==> src/rtl/game_ctrl.sv <==
// Two-player reaction game controller: countdown, first-hit scoring, false-start
// and timeout detection, game over at a target score. All outputs registered.
module game_ctrl #(
  parameter int TICKS_PER_SEC = 100000000,
  parameter int CNT_START     = 3,
  parameter int PLAY_TIMEOUT  = 5,
  parameter int POINT_HOLD    = 2,
  parameter int WIN_SCORE     = 5
) (
  input  logic       clk,
  input  logic       rst,
  input  logic       start,
  input  logic       hit0,
  input  logic       hit1,
  output logic [2:0] state,
  output logic [3:0] score0,
  output logic [3:0] score1,
  output logic [3:0] cnt0,
  output logic [1:0] last_pt
);

  localparam int TW = (TICKS_PER_SEC > 1) ? $clog2(TICKS_PER_SEC) : 1;

  typedef enum logic [2:0] {
    IDLE  = 3'd0,
    COUNT = 3'd1,
    PLAY  = 3'd2,
    POINT = 3'd3,
    OVER  = 3'd4
  } state_t;

  localparam logic [1:0] PT_NONE = 2'b00;
  localparam logic [1:0] PT_P0   = 2'b01;
  localparam logic [1:0] PT_P1   = 2'b10;

  state_t          state_q, state_d;
  logic [3:0]      score0_q, score0_d;
  logic [3:0]      score1_q, score1_d;
  logic [3:0]      cnt0_q, cnt0_d;
  logic [1:0]      last_pt_q, last_pt_d;
  logic [TW-1:0]   tick_cnt_q, tick_cnt_d;
  logic            tick;
  logic [3:0]      cnt_inc;

  // Scores saturate at the winning value and never wrap.
  function automatic logic [3:0] sat_inc(input logic [3:0] s);
    return (s < 4'(WIN_SCORE)) ? s + 4'd1 : s;
  endfunction

  assign tick    = (tick_cnt_q == TW'(TICKS_PER_SEC - 1));
  assign cnt_inc = cnt0_q + 4'd1;

  always_comb begin
    // NOTE: every signal gets a default before the case so no path can infer a latch.
    state_d   = state_q;
    score0_d  = score0_q;
    score1_d  = score1_q;
    cnt0_d    = cnt0_q;
    last_pt_d = last_pt_q;

    case (state_q)
      IDLE: begin
        if (start) begin
          state_d   = COUNT;
          score0_d  = 4'd0;
          score1_d  = 4'd0;
          last_pt_d = PT_NONE;
          cnt0_d    = 4'(CNT_START);
        end
      end
      COUNT: begin
        // A hit before PLAY is a false start; it wins over a same-cycle tick.
        if (hit0 || hit1) begin
          state_d = POINT;
          cnt0_d  = 4'd0;
          if (hit0 && hit1) begin
            last_pt_d = PT_NONE;
          end else if (hit0) begin
            score1_d  = sat_inc(score1_q);
            last_pt_d = PT_P1;
          end else begin
            score0_d  = sat_inc(score0_q);
            last_pt_d = PT_P0;
          end
        end else if (tick) begin
          if (cnt0_q == 4'd1) begin
            state_d = PLAY;
            cnt0_d  = 4'd0;
          end else begin
            cnt0_d = cnt0_q - 4'd1;
          end
        end
      end
      PLAY: begin
        if (hit0 || hit1) begin
          state_d = POINT;
          cnt0_d  = 4'd0;
          if (hit0 && hit1) begin
            last_pt_d = PT_NONE;
          end else if (hit0) begin
            score0_d  = sat_inc(score0_q);
            last_pt_d = PT_P0;
          end else begin
            score1_d  = sat_inc(score1_q);
            last_pt_d = PT_P1;
          end
        end else if (tick) begin
          if (cnt_inc == 4'(PLAY_TIMEOUT)) begin
            state_d   = POINT;
            cnt0_d    = 4'd0;
            last_pt_d = PT_NONE;
          end else begin
            cnt0_d = cnt_inc;
          end
        end
      end
      POINT: begin
        if (tick) begin
          if (cnt_inc == 4'(POINT_HOLD)) begin
            if (score0_q == 4'(WIN_SCORE) || score1_q == 4'(WIN_SCORE)) begin
              state_d = OVER;
              cnt0_d  = 4'd0;
            end else begin
              state_d = COUNT;
              cnt0_d  = 4'(CNT_START);
            end
          end else begin
            cnt0_d = cnt_inc;
          end
        end
      end
      OVER: begin
        cnt0_d = 4'd0;
        if (start) begin
          state_d = IDLE;
        end
      end
      default: begin
        state_d = IDLE;
      end
    endcase

    // Restart the second counter on any transition so each state's first second is full.
    if (state_d != state_q || state_q == IDLE || state_q == OVER || tick) begin
      tick_cnt_d = '0;
    end else begin
      tick_cnt_d = tick_cnt_q + TW'(1);
    end
  end

  always_ff @(posedge clk) begin
    // NOTE: non-blocking assignments so every register samples pre-edge values.
    if (rst) begin
      state_q    <= IDLE;
      score0_q   <= 4'd0;
      score1_q   <= 4'd0;
      cnt0_q     <= 4'd0;
      last_pt_q  <= PT_NONE;
      tick_cnt_q <= '0;
    end else begin
      state_q    <= state_d;
      score0_q   <= score0_d;
      score1_q   <= score1_d;
      cnt0_q     <= cnt0_d;
      last_pt_q  <= last_pt_d;
      tick_cnt_q <= tick_cnt_d;
    end
  end

  assign state   = state_q;
  assign score0  = score0_q;
  assign score1  = score1_q;
  assign cnt0    = cnt0_q;
  assign last_pt = last_pt_q;

endmodule

==> config.mk <==
export PLATFORM = sky130hd
export DESIGN_NAME = game_ctrl
export DESIGN_NICKNAME = d
export VERILOG_FILES = /design/src/rtl/game_ctrl.sv
export SDC_FILE = /design/constraint.sdc
export NUM_CORES = 1
export LEC_CHECK = 0
export CORE_MARGIN = 4
export CORE_UTILIZATION = 45
export CTS_CLUSTER_SIZE = 14
export DETAILED_ROUTE_END_ITERATION = 6
export HOLD_SLACK_MARGIN = 0.12
export SYNTH_ARGS = -nofsm -noshare
export SYNTH_HDL_FRONTEND = slang
export SYNTH_SLANG_ARGS = --single-unit
==> constraint.sdc <==
create_clock -name clk -period 4.35 [get_ports clk]
set_clock_uncertainty 0.1 [all_clocks]
set_input_delay 0.87 -clock clk [delete_from_list [all_inputs] [get_ports clk]]
set_output_delay 0.87 -clock clk [all_outputs]
set_load 0.05 [all_outputs]
==> run summary, run 1 <==
The global-route wire length before repair is 8710 um. The worst-case headroom to the max-slew limit is 0.477. The number of nets in the synthesized netlist came out at 311. The post-placement setup slack came out at roughly 1.3 ns. The die width is between 80 and 90 um. Of the available clock period, the critical path in the final layout requires 0.656. The maximum number of buffers from clock root to sink came out at 2. In the synthesized netlist the dominant register cell turns out to be sky130_fd_sc_hd__dfxtp_1. The remaining routing DRC violations is 0.

The least setup slack across all paths after layout came out at 1.50 ns. The critical path goes through clkdlybuf4s50_1. The final number of max-transition violations came out at 0. The count of buffering cells on the critical path with inverters included came out at 1. The sequential share of power is 0.454. On the worst path, the slowest cell contributes a delay of a little over 0.9 ns.

The clock power share came out at 0.259. The tree is rooted in a sky130_fd_sc_hd__clkbuf_8. The count of endpoints failing hold in the final timing report came out at 0. The clock reaches the later pin of the worst-skew pair after around 0.29 ns.

The maximum number of pins on one net before global-route repair is 28. The share of synthesized area in the top cell type comes to 0.363. The finished cells cover around 0.0028 mm^2.

The internal power of the cells totals 661 uW. The largest area contributor in the netlist is sky130_fd_sc_hd__dfxtp_1. Setup repair after global routing left no endpoint under its margin. Max-cap violations in this run came to 0. By area the synthesized netlist is led by sky130_fd_sc_hd__dfxtp_1 36%, sky130_fd_sc_hd__nor2_1 7.6%, sky130_fd_sc_hd__xor2_1 5.8%, sky130_fd_sc_hd__ha_1 5.1%, sky130_fd_sc_hd__xnor2_1 3.6%. The number of H-tree branching levels is 2. The slowest library cell on the worst path is sky130_fd_sc_hd__clkdlybuf4s50_1. The total number of yosys warnings is 0. The kind of start point of the critical path is a flop. The cell leakage power is roughly 0.00094 uW. STA puts the critical path data required time at 3.38 ns.

The number of buffers created by CTS is 5. The die area came out at ~0.0066 mm^2. The number of global-route vias before repair came out at 1938.

The share of synthesized registers carrying an async set or reset came out at 0. The flow ran to the end, and the final reports show no timing, DRC or antenna violations. The gate count after technology mapping is 296. Once placement finished, the instance area stood at around 0.0027 mm^2.

The measured slew at the worst slew-check pin is a little under 0.8 ns. Of the total power, the share spent switching nets is 0.349. In this design, the largest share of critical-path delay is due to buffers and inverters.

Setup violations remaining at the end of the flow were counted as 0. The total via count after detailed routing is 2110. For this run, the register share of the synthesized area comes to 0.363. The mapped netlist covers between 0.002 and 0.0025 mm^2. The relative contribution of combinational cells to total power is 0.287.

The critical path start-end classification is reg2out. STA classifies the critical path endpoint as an output port. The average footprint of a synthesized cell came out at 8.21 um^2. The placer's final routability congestion estimate is 0.862. The total global routing overflow is 0. The initial antenna violation count came out at 0. In the final routed layout, each cell accounts on average for 13.1 um. The via count normalized by instance count is ~5.5. The die outline height came out at 81.5 um. The starting density of the core came out at 0.470. The final period demand of the worst path is about 2.9 ns. Once the clock tree was built, the setup fixing pass inserted 0 buffers. The area of the placeable core is just over 0.005 mm^2. Synthesis instantiated 56 different standard cells from the library. The count of boundary I/O pins is 22.

The DRC violation total after the first TritonRoute iteration is 123. The power per cell area is ~360 mW/mm^2. The fraction of layout cells with a size suffix above 1 came out at 0.0599. The HPWL after detailed placement came out at about 3600 um. The count of input and output buffers came out at 21. Setup total negative slack on the finished layout was measured at 0 ns.

The remaining number of nets flagged by the antenna check after routing is 0. Across the VDD grid, the largest voltage drop is about 200 uV. The arrival time at the worst endpoint came out at approximately 1.9 ns. For this design the total switching power over the nets is about 360 uW. TritonCTS built the clock tree. The area added between synthesis and finish came out at 14.8%. The routed wire length came out at about 5100 um. Row generation in the floorplan step produced 26 rows. The tightest min-delay check is of the reg2reg type. For this run, the post-layout net count is approximately 330.

The aggregate global-route resource usage is 0.165. The number of detailed-route iterations in the first pass came out at 4. The largest driver fanout on the critical path came out at 17.

The number of hold-repair buffers added at the cts stage came out at 0. Derived from the worst setup path, the maximum achievable clock frequency is between 0.3 and 0.4 GHz. The clock transition at the register clock pins on the worst setup and hold paths after CTS came out at approximately 0.080 ns. The number of gates resized after CTS was 0. Synthesis inferred 44 register bits.

The number of synthesized flops with an enable pin is 0. The fraction of the core area covered by cells at the end of the flow is 0.539. The number of sinks driven by the clock tree came out at 44. The number of antenna cells inserted came out at 0.
worst paths after layout:
| check | from | endpoint | slack, ns | depth (start not counted) |
|---|---|---|---|---|
| min | tick_cnt_q[0]$_SDFF_PP0_ | tick_cnt_q[0]$_SDFF_PP0_ | 0.36 | 1 |
| min reg2reg | tick_cnt_q[0]$_SDFF_PP0_ | tick_cnt_q[0]$_SDFF_PP0_ | 0.36 | 1 |
| max reg2reg | state[0]$_SDFF_PP0_ | cnt0[3]$_SDFFE_PP0P_ | 2.01 | 6 |
| max | state[1]$_SDFF_PP0_ | state[1] | 1.50 | 1 |
state kept, by name, summed over array words and instances, names as in the netlist:
name and count:
score0 4, state 3, score1 4, last_pt 2, tick_cnt_q 27, cnt0 4
per-stage QoR:
stage          power, uW  std cells  hold slack [ns]
6_report            1020        387            0.356
5_1_grt             1080        387            0.384
4_1_cts             1030        387            0.357
3_5_place_dp         762        379            0.339
3_3_place_gp         766        379            0.332
2_1_floorplan        681        296            0.318
routing by layer:
layer  global-route usage  vias to the layer above  wire, um
met3               0.0329                        5       217
li1                     -                     1092         -
met2                0.267                       34      2270
met1                0.219                      979      2530
met5                    0                        -         0
met4               0.0541                        0        53
cells in the mapped netlist, drive strengths merged (4+ instances only):
cell type	count
nand4	8
nor2b	5
dfxtp	44
inv	11
nand2	24
xor2	16
nor2	51
nor4	4
a21oi	12
nand3	15
o21ai	14
and4	4
xnor2	10
clkbuf	7
ha	10
nor3	6
power groups by stage:
stage	Clock (uW)	Combinational, uW	Sequential [uW]
floorplan	0	165	516
global placement	0	295	471
detailed placement	0	292	471
CTS	274	293	461
global route	291	320	466
finish	263	292	462
kinds of logic after synthesis:
logic type | count (synthesis) | share of synthesized area
multiplexers | 3 | 0.0124
flip-flops | 44 | 0.363
AO/OA/AOI/OAI | 55 | 0.152
buffers and inverters | 20 | 0.0319
AND/OR/NAND/NOR | 137 | 0.291
XOR/XNOR | 26 | 0.0937
adder cells (fa/ha/maj) | 11 | 0.0556
placed cells by master (no fill, tap or decap), drive strengths merged, types with 2 or more instances in the layout:
cell,synthesis,final
nor2,51,51
dfxtp,44,44
nand2,24,24
clkdlybuf4s50,0,21
xor2,16,16
nand3,15,15
o21ai,14,14
a21oi,12,12
inv,11,11
xnor2,10,10
ha,10,10
nand4,8,8
clkbuf,7,8
nor3,6,6
nor2b,5,5
and4,4,4
nor4,4,4
and3,3,3
and2,3,3
nand3b,3,3
mux2i,3,3
a221oi,3,3
a41oi,3,3
a2111oi,2,2
or2,2,2
a21boi,2,2
a31o,2,2
a32o,2,2
a31oi,2,2
a22oi,2,2
or3b,2,2
worst register-to-register path, stage by stage, from the launching register on:
cell	delay, ns
sky130_fd_sc_hd__dfxtp_1	0.62
sky130_fd_sc_hd__or3b_4	0.47
sky130_fd_sc_hd__nor2_4	0.15
sky130_fd_sc_hd__nand2_2	0.10
sky130_fd_sc_hd__or4_1	0.40
sky130_fd_sc_hd__a221o_1	0.32
sky130_fd_sc_hd__a21oi_1	0.11
area by class of cell:
cell class              count  area (um^2)
fillers                   510         2380
multi-input cells         232         1470
flip-flops and latches     44          881
repair buffers             22          218
clock buffers               8         90.1
well taps                  70         87.6
inverters                  11         41.3
Note: power is estimated with default switching activity, not from simulation.
==> run 2: changes to the inputs <==
--- a/config.mk
+++ b/config.mk
@@ -10,6 +10,7 @@
 export CTS_CLUSTER_SIZE = 14
 export DETAILED_ROUTE_END_ITERATION = 6
 export HOLD_SLACK_MARGIN = 0.12
+export PLACE_DENSITY = 0.67
 export SYNTH_ARGS = -nofsm -noshare
 export SYNTH_HDL_FRONTEND = slang
 export SYNTH_SLANG_ARGS = --single-unit
==> constraint.sdc (replaced) <==
create_clock -name clk -period 2.45 [get_ports clk]
set_clock_uncertainty 0.1 [all_clocks]
set_input_delay 0.49 -clock clk [delete_from_list [all_inputs] [get_ports clk]]
set_output_delay 0.49 -clock clk [all_outputs]
set_load 0.05 [all_outputs]
==> run 2 against run 1 <==
Effect of this change:
- worst hold slack lost 0.0065 ns
- register-to-register slack worse by 1.7 ns
- final area up 4.7%
- non-clock buffer count is 16 higher
==> run summary, run 2 (synthesis results as in run 1) <==
The flow ran to the end, and the final reports show no timing, DRC or antenna violations. The via count normalized by instance count came out at 5.38 (-1.3%). The library cell used most frequently in the layout, excluding fill and tap cells, is sky130_fd_sc_hd__nor2_1. The remaining routing DRC violations came to 0 (unchanged).

The tightest min-delay check is of the reg2reg type. The starting density of the core is 0.470 (unchanged). The aggregate global-route resource usage came to 0.168 (+0.00277).

The launch point of the worst reg-to-reg path is tick_cnt_q[0]$_SDFF_PP0_. The required time at the endpoint of the critical path came out at 1.86 ns (-1.52 ns). The cell leakage power came out at 0.00103 uW (+9.4%). The final period demand of the worst path came out at ~2.3 ns. The number of max-capacitance violations reported came out at 0 (unchanged). The die area is 0.00664 mm^2 (unchanged). The post-cts sizing count came out at 0 (unchanged). The count of endpoints failing hold in the final timing report came out at 0 (unchanged). The number of nets at the end of the flow is 347 (+4.8%). The number of antenna cells inserted came out at 0 (unchanged). The total global routing overflow came out at 0 (unchanged). The count of standard-cell rows was 26 (unchanged). The routed wirelength normalized by instance count is 12.7 um (-3.3%). The post-CTS setup repair buffer count came out at 0 (unchanged). The arrival time at the worst endpoint is 1.76 ns (-0.12 ns). The measured slew at the worst slew-check pin is 0.502 ns (-0.275 ns).

The number of detailed-route iterations in the first pass came out at 4 (unchanged). The number of hold-repair buffers added at the cts stage is 0 (unchanged). The die width is 81.5 um (unchanged). The clock tree root buffer cell is sky130_fd_sc_hd__clkbuf_8. The count of input and output buffers came out at 21 (unchanged).

The fraction of layout cells with a size suffix above 1 came to 0.108 (+0.0482). The global-route wire length before repair came out at 8810 um (+1.1%). The worst setup path is launched from a flop. The DRC violation total after the first TritonRoute iteration came out at 122 (-0.81%). The HPWL after detailed placement came out at 3710 um (+4.3%).

The startpoint identified for the worst hold timing path is tick_cnt_q[0]$_SDFF_PP0_. The largest driver fanout on the critical path came out at 9 (-8). Timing would allow up to about 0.43 GHz. The initial antenna violation count is 0 (unchanged). The total via count after detailed routing came out at 2168 (+2.7%). The number of failing setup endpoints in the final timing report came out at 0 (unchanged). Ranked by flip-flop count, first place goes to tick_cnt_q. Setup repair after global routing left no endpoint under its margin. The post-route worst hold slack came out at 0.350 ns (-0.00651 ns). The power per cell area is 632 mW/mm^2 (+73%). The number of global-route vias before repair is 1969 (+1.6%). The maximum number of buffers from clock root to sink came out at 2 (unchanged). The die outline height is 81.5 um (unchanged). The worst setup path is of the reg2out kind. The maximum number of pins on one net before global-route repair is 28 (unchanged). The number of inserted filler cells in the final layout is 485 (-4.9%). The number of sinks driven by the clock tree is 44 (unchanged). The flip-flop count of the largest register after layout is 27 (unchanged).

The remaining number of nets flagged by the antenna check after routing is 0 (unchanged). The number of buffers created by CTS is 5 (unchanged). The number of H-tree branching levels is 2 (unchanged). The final number of max-transition violations came to 0 (unchanged). Tracing the worst setup path back leads to its startpoint at state[0]$_SDFF_PP0_. The count of boundary I/O pins came to 22 (unchanged). The peak supply drop is 390 uV (+97%). The clock transition at the register clock pins on the worst setup and hold paths after CTS was 0.08 ns (about the same). The placer's final routability congestion estimate is 0.871 (+1.1%). The worst-case headroom to the max-slew limit came out at 0.664 (+0.187). Leaving out fill and tap cells, the most frequent cells in the layout are 49 x sky130_fd_sc_hd__nor2_1, 44 x sky130_fd_sc_hd__dfxtp_1, 23 x sky130_fd_sc_hd__nand2_1. The total negative setup slack is 0 ns (unchanged). TritonCTS built the clock tree.

The routed wire length is 5110 um (+0.69%). In the finished design, the share of the clock period the worst path needs comes to 0.959. From synthesis to final layout, the design area changed by 20.1%. The capturing element type of the critical path is an output port. The clock latency reported for the late side of the worst-skew pair is 0.29 ns (about the same). The area of the placeable core is 0.00517 mm^2 (unchanged).
[run 2: changes by cell type in the layout (fill, tap and decap cells not counted)]
cell,previous run,this run
sky130_fd_sc_hd__buf_12,0,1
sky130_fd_sc_hd__clkdlybuf4s50_1,21,20
sky130_fd_sc_hd__buf_4,1,17
[run 2: layout make-up]
class / count / area (um^2) / share of cell area
clock buffers: 8 / 90.1 / 0.0309
inverters: 11 / 41.3 / 0.0141
multi-input cells: 232 / 1470 / 0.504
flip-flops and latches: 44 / 881 / 0.302
well taps: 70 / 87.6 / 0.0300
repair buffers: 38 / 348 / 0.119
[run 2: stage by stage]
| step | util | power (uW) | std cells | area (um^2) | worst slack [ns] |
|---|---|---|---|---|---|
| 2_1_floorplan | - | 1210 | 296 | 2430 | 0.0576 |
| 3_3_place_gp | 0.547 | 1390 | 395 | 2830 | 0.0353 |
| 3_5_place_dp | 0.547 | 1390 | 395 | 2830 | 0.0109 |
| 4_1_cts | 0.564 | 1860 | 403 | 2920 | 0.0809 |
| 5_1_grt | 0.564 | 1950 | 403 | 2920 | 0.0158 |
| 6_report | 0.564 | 1840 | 403 | 2920 | 0.101 |
[run 2: worst max-delay path, stage by stage (launching register included)]
cell,delay (ns)
sky130_fd_sc_hd__dfxtp_1,0.47
sky130_fd_sc_hd__buf_4,0.20
sky130_fd_sc_hd__clkdlybuf4s50_1,0.80
[run 2: path summary, 6_finish.rpt]
path / slack, ns / to / depth (start not counted)
max: 0.10 / state[0] / 2
min: 0.35 / tick_cnt_q[0]$_SDFF_PP0_ / 1
max reg2reg: 0.34 / cnt0[3]$_SDFFE_PP0P_ / 7
min reg2reg: 0.35 / tick_cnt_q[0]$_SDFF_PP0_ / 1
[run 2: metal layers]
layer | GRT usage | wire length, um
met1 | 0.227 | 2450
met5 | 0 | 0
met2 | 0.274 | 2420
met4 | 0.0405 | 27
met3 | 0.0329 | 213
[run 2: where the power goes]
part	leakage, uW	total [uW]	internal (uW)	switching [uW]
Clock	0.0000455	461	230	230
Sequential	0.000356	804	749	54.6
Combinational	0.000632	580	231	349
==> edit 1, RTL diff (flow settings as in run 2) <==
`TICKS_PER_SEC`: 100000000 -> 50000000.
--- a/src/rtl/game_ctrl.sv
+++ b/src/rtl/game_ctrl.sv
@@ -2,5 +2,5 @@
 // and timeout detection, game over at a target score. All outputs registered.
 module game_ctrl #(
-  parameter int TICKS_PER_SEC = 100000000,
+  parameter int TICKS_PER_SEC = 50000000,
   parameter int CNT_START     = 3,
   parameter int PLAY_TIMEOUT  = 5,
Function: same outputs for any inputs over 10 cycles, from zero or initial values and one cycle with rst high; that may be too few to reach the edited logic, so the function may still have changed.
==> edit 1 against run 2 <==
- synthesized area rose by 4.7%
- largest cell class unchanged
- design area increased by 2.1%
- utilization decreased by 2.3 points
- power fell by 3.9%
- via count increased by 0.97%
- hold slack gained 0.022 ns
- sequential cell count is 1 lower
- register-to-register slack got worse by 0.03 ns
- routed wire length up 5.2%
- clock power is 22% higher
- count of clock-buffer cells in the layout shrank 3
- worst setup slack gained 0.066 ns
==> edit 1: results (changes against run 2) <==
synth:
  syn-num-nets: 331  # +6.4%
  synthDistinctLibCells: 56  # unchanged
  yosys-top-cells-area: "dfxtp_1, nor2_1, xor2_1, ha_1, xnor2_1"
  synthTopCellsByCount: "nor2_1, dfxtp_1, nand2_1, nand3_1, xor2_1"
  seq_area_frac_synth: 0.338  # -0.0241
finish:
  nNetsFinal: 360  # +3.7%
  multi_input_area_um2: 1540  # +4.3%
  largest_reg_flops: 26  # -3.7%
  inv_count: 13  # +2
  multi_input_cells: 244  # +5.2%
  register_area_um2: 861  # -2.3%
  clkCellAreaFrac: 0.0378  # +0.00692
  fillers: 505  # +4.1%
  drive_above_1_share: 0.118  # +0.0104
  final-nonclk-buf-share: 0.112  # -0.00749
run_status:
  outcome: "complete, no violations"
pwr:
  leakagePower_nw: 1.09  # +5.8%
  ir_drop_v: 0.000313  # -20%
  comb_power_share: 0.254  # -0.061
  pwr-share-seq: 0.429  # -0.007
  p_int_mw: 1.20  # -0.57%
  switching_share: 0.321  # -0.0224
global_routing:
  grt_pass1_vias: 2129  # +8.1%
  grt_max_degree: 25  # -11%
  grt_pass1_wl_mm: 9.76  # +11%
  gr-usage-met3: 0.0427  # +0.00976
  met2_usage: 0.270  # -0.00321
  grtUsageMet1: 0.217  # -0.0103
  track_usage: 0.166  # -0.00109
worst_setup_path:
  endpoint: "cnt0[1]"
  worst-path-max-fanout: 6  # -3
  rr_endpoint: "state[0]"
  cp.arrival_ns: 1.69  # -0.07 ns
  crit_start: "cnt0[1]"
  reg2reg_slack_ns: 0.31  # -0.03 ns
routing:
  drt_iter0_markers: 60  # -51%
  vias: 2189  # +0.97%
  finalWirelength_mm: 5.37  # +5.2%
sta:
  slew_headroom: 0.643  # -0.0209
  hold_slack_ns: 0.372  # +0.0223 ns
min_path:
  holdPathEnd: "tick_cnt_q[0]"
place:
  gp_congestion: 0.852  # -2.3%
  io_buffers: 21  # unchanged
  post-dp-hpwl_mm: 4.04  # +8.9%
clocking:
  cts_resized: 0  # unchanged
  ctsHtreeMaxLevel: 2  # unchanged
  cts_sinks: 43  # -2.3%
  cts.clk_slew.worst_paths_ns: 0.09
  cts_setup_buffers: 0  # unchanged
  worstSkewPairLatency_ns: 0.30
[edit 1: cell count changes after synthesis, moves of 3 or more]
cell      change
a31oi_1       +3
buf_2         +3
o31ai_1       +3
clkbuf_1      -3
nand2b_1      +5
clkbuf_2      +3
nor3_1        +4
[edit 1: routing by layer]
metal / wire length [um] / part of all wire / vias to the layer above
li1: - / - / 1159
met4: 70 / 0.013 / 0
met5: 0 / 0 / -
met1: 2610 / 0.49 / 986
met2: 2530 / 0.47 / 35
met3: 163 / 0.030 / 9
[edit 1: cell families after synthesis]
family | Yosys count | share of synthesized area
fa+ha+maj | 10 | 0.0492
flops | 43 | 0.338
compound gates | 57 | 0.147
xor+xnor | 27 | 0.0930
simple gates | 147 | 0.303
buf+inv | 29 | 0.0580
mux | 3 | 0.0123
[edit 1: per-stage QoR]
stage               worst slack [ns]  instances  cell area [um2]
finish                         0.167        418             2980
CTS                           0.0521        418             2980
detailed placement            0.0340        410             2870
floorplan                     0.0922        316             2540
global placement               0.104        410             2870
global route                   0.117        418             2980
==> edit 2, RTL diff (config.mk and constraints of run 2) <==
Without the edit above. Register the output `score1` once more, without a reset; this adds one clock of latency there. The other outputs are not delayed to match.
--- a/src/rtl/game_ctrl.sv
+++ b/src/rtl/game_ctrl.sv
@@ -170,5 +170,7 @@
   assign state   = state_q;
   assign score0  = score0_q;
-  assign score1  = score1_q;
+  always_ff @(posedge clk) begin
+    score1 <= score1_q;
+  end
   assign cnt0    = cnt0_q;
   assign last_pt = last_pt_q;
Function: changed (Yosys sat finds a counterexample within 4 cycles, from zero or initial values and one cycle with rst high).
==> edit 2 against run 2 <==
- worst setup slack better by 0.045 ns
- sequential cell count is 4 higher
- register-to-register slack worse by 0.19 ns
- synthesized area is 11% higher
- hold slack worse by 0.030 ns
- largest cell class unchanged
- design area is 8.9% higher
- power is 13% higher
- fmax is 1.9% higher
- critical endpoint is now cnt0[3]
- critical path type unchanged
- routed wire length is 19% higher
==> edit 2: results (changes against run 2) <==
pwr:
  netSwitchingPower_mw: 0.762  # +20%
  leakagePower_nw: 1.15  # +12%
  pwr_density_cell_nw_per_um2: 657  # +4.1%
  ir_drop_v: 0.000377  # -3.3%
  pg_seq_mw: 0.888  # +10%
  pwr-share-clk: 0.240  # -0.010
finish:
  fin_util: 0.560  # -0.00416
  nNetsFinal: 368  # +6.1%
  fillers: 554  # +14%
  drive_above_1_share: 0.122  # +0.0137
global_routing:
  grt_pass1_vias: 2130  # +8.2%
  grt_pass1_wl_mm: 10.0  # +14%
  track_usage: 0.166  # -0.00168
synth:
  synthTopCellsByCount: "dfxtp_1, nor2_1, nand2_1, xor2_1, a21oi_1"
  synthDistinctLibCells: 62  # +11%
  avgSynthCellArea_um2: 8.56  # +4.3%
  syn-num-nets: 331  # +6.4%
  yosys-top-cells-area: "dfxtp_1, nor2_1, xor2_1, ha_1, xnor2_1"
min_path:
  hp-class: "flip-flop to flip-flop"
  holdPathEnd: "score1[1]"
  worstHoldStart: "score1_q[1]"
  holdPathStages: 0  # -1
routing:
  post_drt_via_cell_ratio: 5.52  # +2.7%
  vias: 2348  # +8.3%
  finalWirelength_mm: 6.11  # +19%
place:
  placed_cell_area_um2: 3070  # +8.4%
  placedCellCount: 417  # +5.6%
  gp_congestion: 0.856  # -1.8%
  post-dp-hpwl_mm: 4.32  # +16%
worst_setup_path:
  max_stage_delay_ns: 0.87  # +0.07 ns
  r2r_start: "cnt0[0]"
  cp.arrival_ns: 1.71  # -0.05 ns
  rr_worst_depth: 9  # +2
  reg2reg_slack_ns: 0.15  # -0.19 ns
  worst-path-max-fanout: 11  # +2
clocking:
  cts_buffer_depth: 2  # unchanged
sta:
  slew_headroom: 0.666  # +0.00209
  hold_slack_ns: 0.320  # -0.0298 ns
run_status:
  outcome: "complete, no violations"
[edit 2: logic make-up (layout without fill, tap and decap cells)]
family	after synthesis	in the layout	synth area share
and+or+nand+nor	148	148	0.293
xor gates and xnor gates	28	28	0.0906
buffers and inverters	21	57	0.0416
muxes	2	2	0.00740
AOI/OAI and AO/OA	59	60	0.166
adders and majority gates	10	10	0.0462
DFF	48	48	0.355
[edit 2: timing repair]
action	4_1_cts	5_1_grt
gates resized for setup	0	1
hold buffers	0	0
endpoints found under the setup margin	0	25
[edit 2: cell type report]
cell class              instances  share of cell area
repair buffers                 40               0.109
inverters                      10              0.0118
clock buffers                   6              0.0260
flip-flops and latches         48               0.302
well taps                      72              0.0283
clock inverters                 1             0.00275
multi-input cells             248               0.520
[edit 2: worst max-delay path by stage]
stage / startpoint / end / slack (ns) / cells after the start
finish: cnt0[3] / cnt0[3] / 0.15 / 1
global route: cnt0[0] / last_pt[0] / 0.008 / 9
CTS: tick_cnt_q[0] / tick_cnt_q[22] / 0.08 / 7
detailed placement: hit1 / tick_cnt_q[26] / -0.05 / 9
global placement: hit1 / tick_cnt_q[26] / -0.01 / 9
floorplan: cnt0[0] / tick_cnt_q[3] / 0.1 / 9
[edit 2: per-layer routing]
layer | vias up | track usage | share of wire
li1 | 1204 | - | -
met1 | 1100 | 0.247 | 0.54
met2 | 31 | 0.244 | 0.42
met3 | 13 | 0.0288 | 0.022
met4 | 0 | 0.0475 | 0.014
met5 | - | 0 | 0
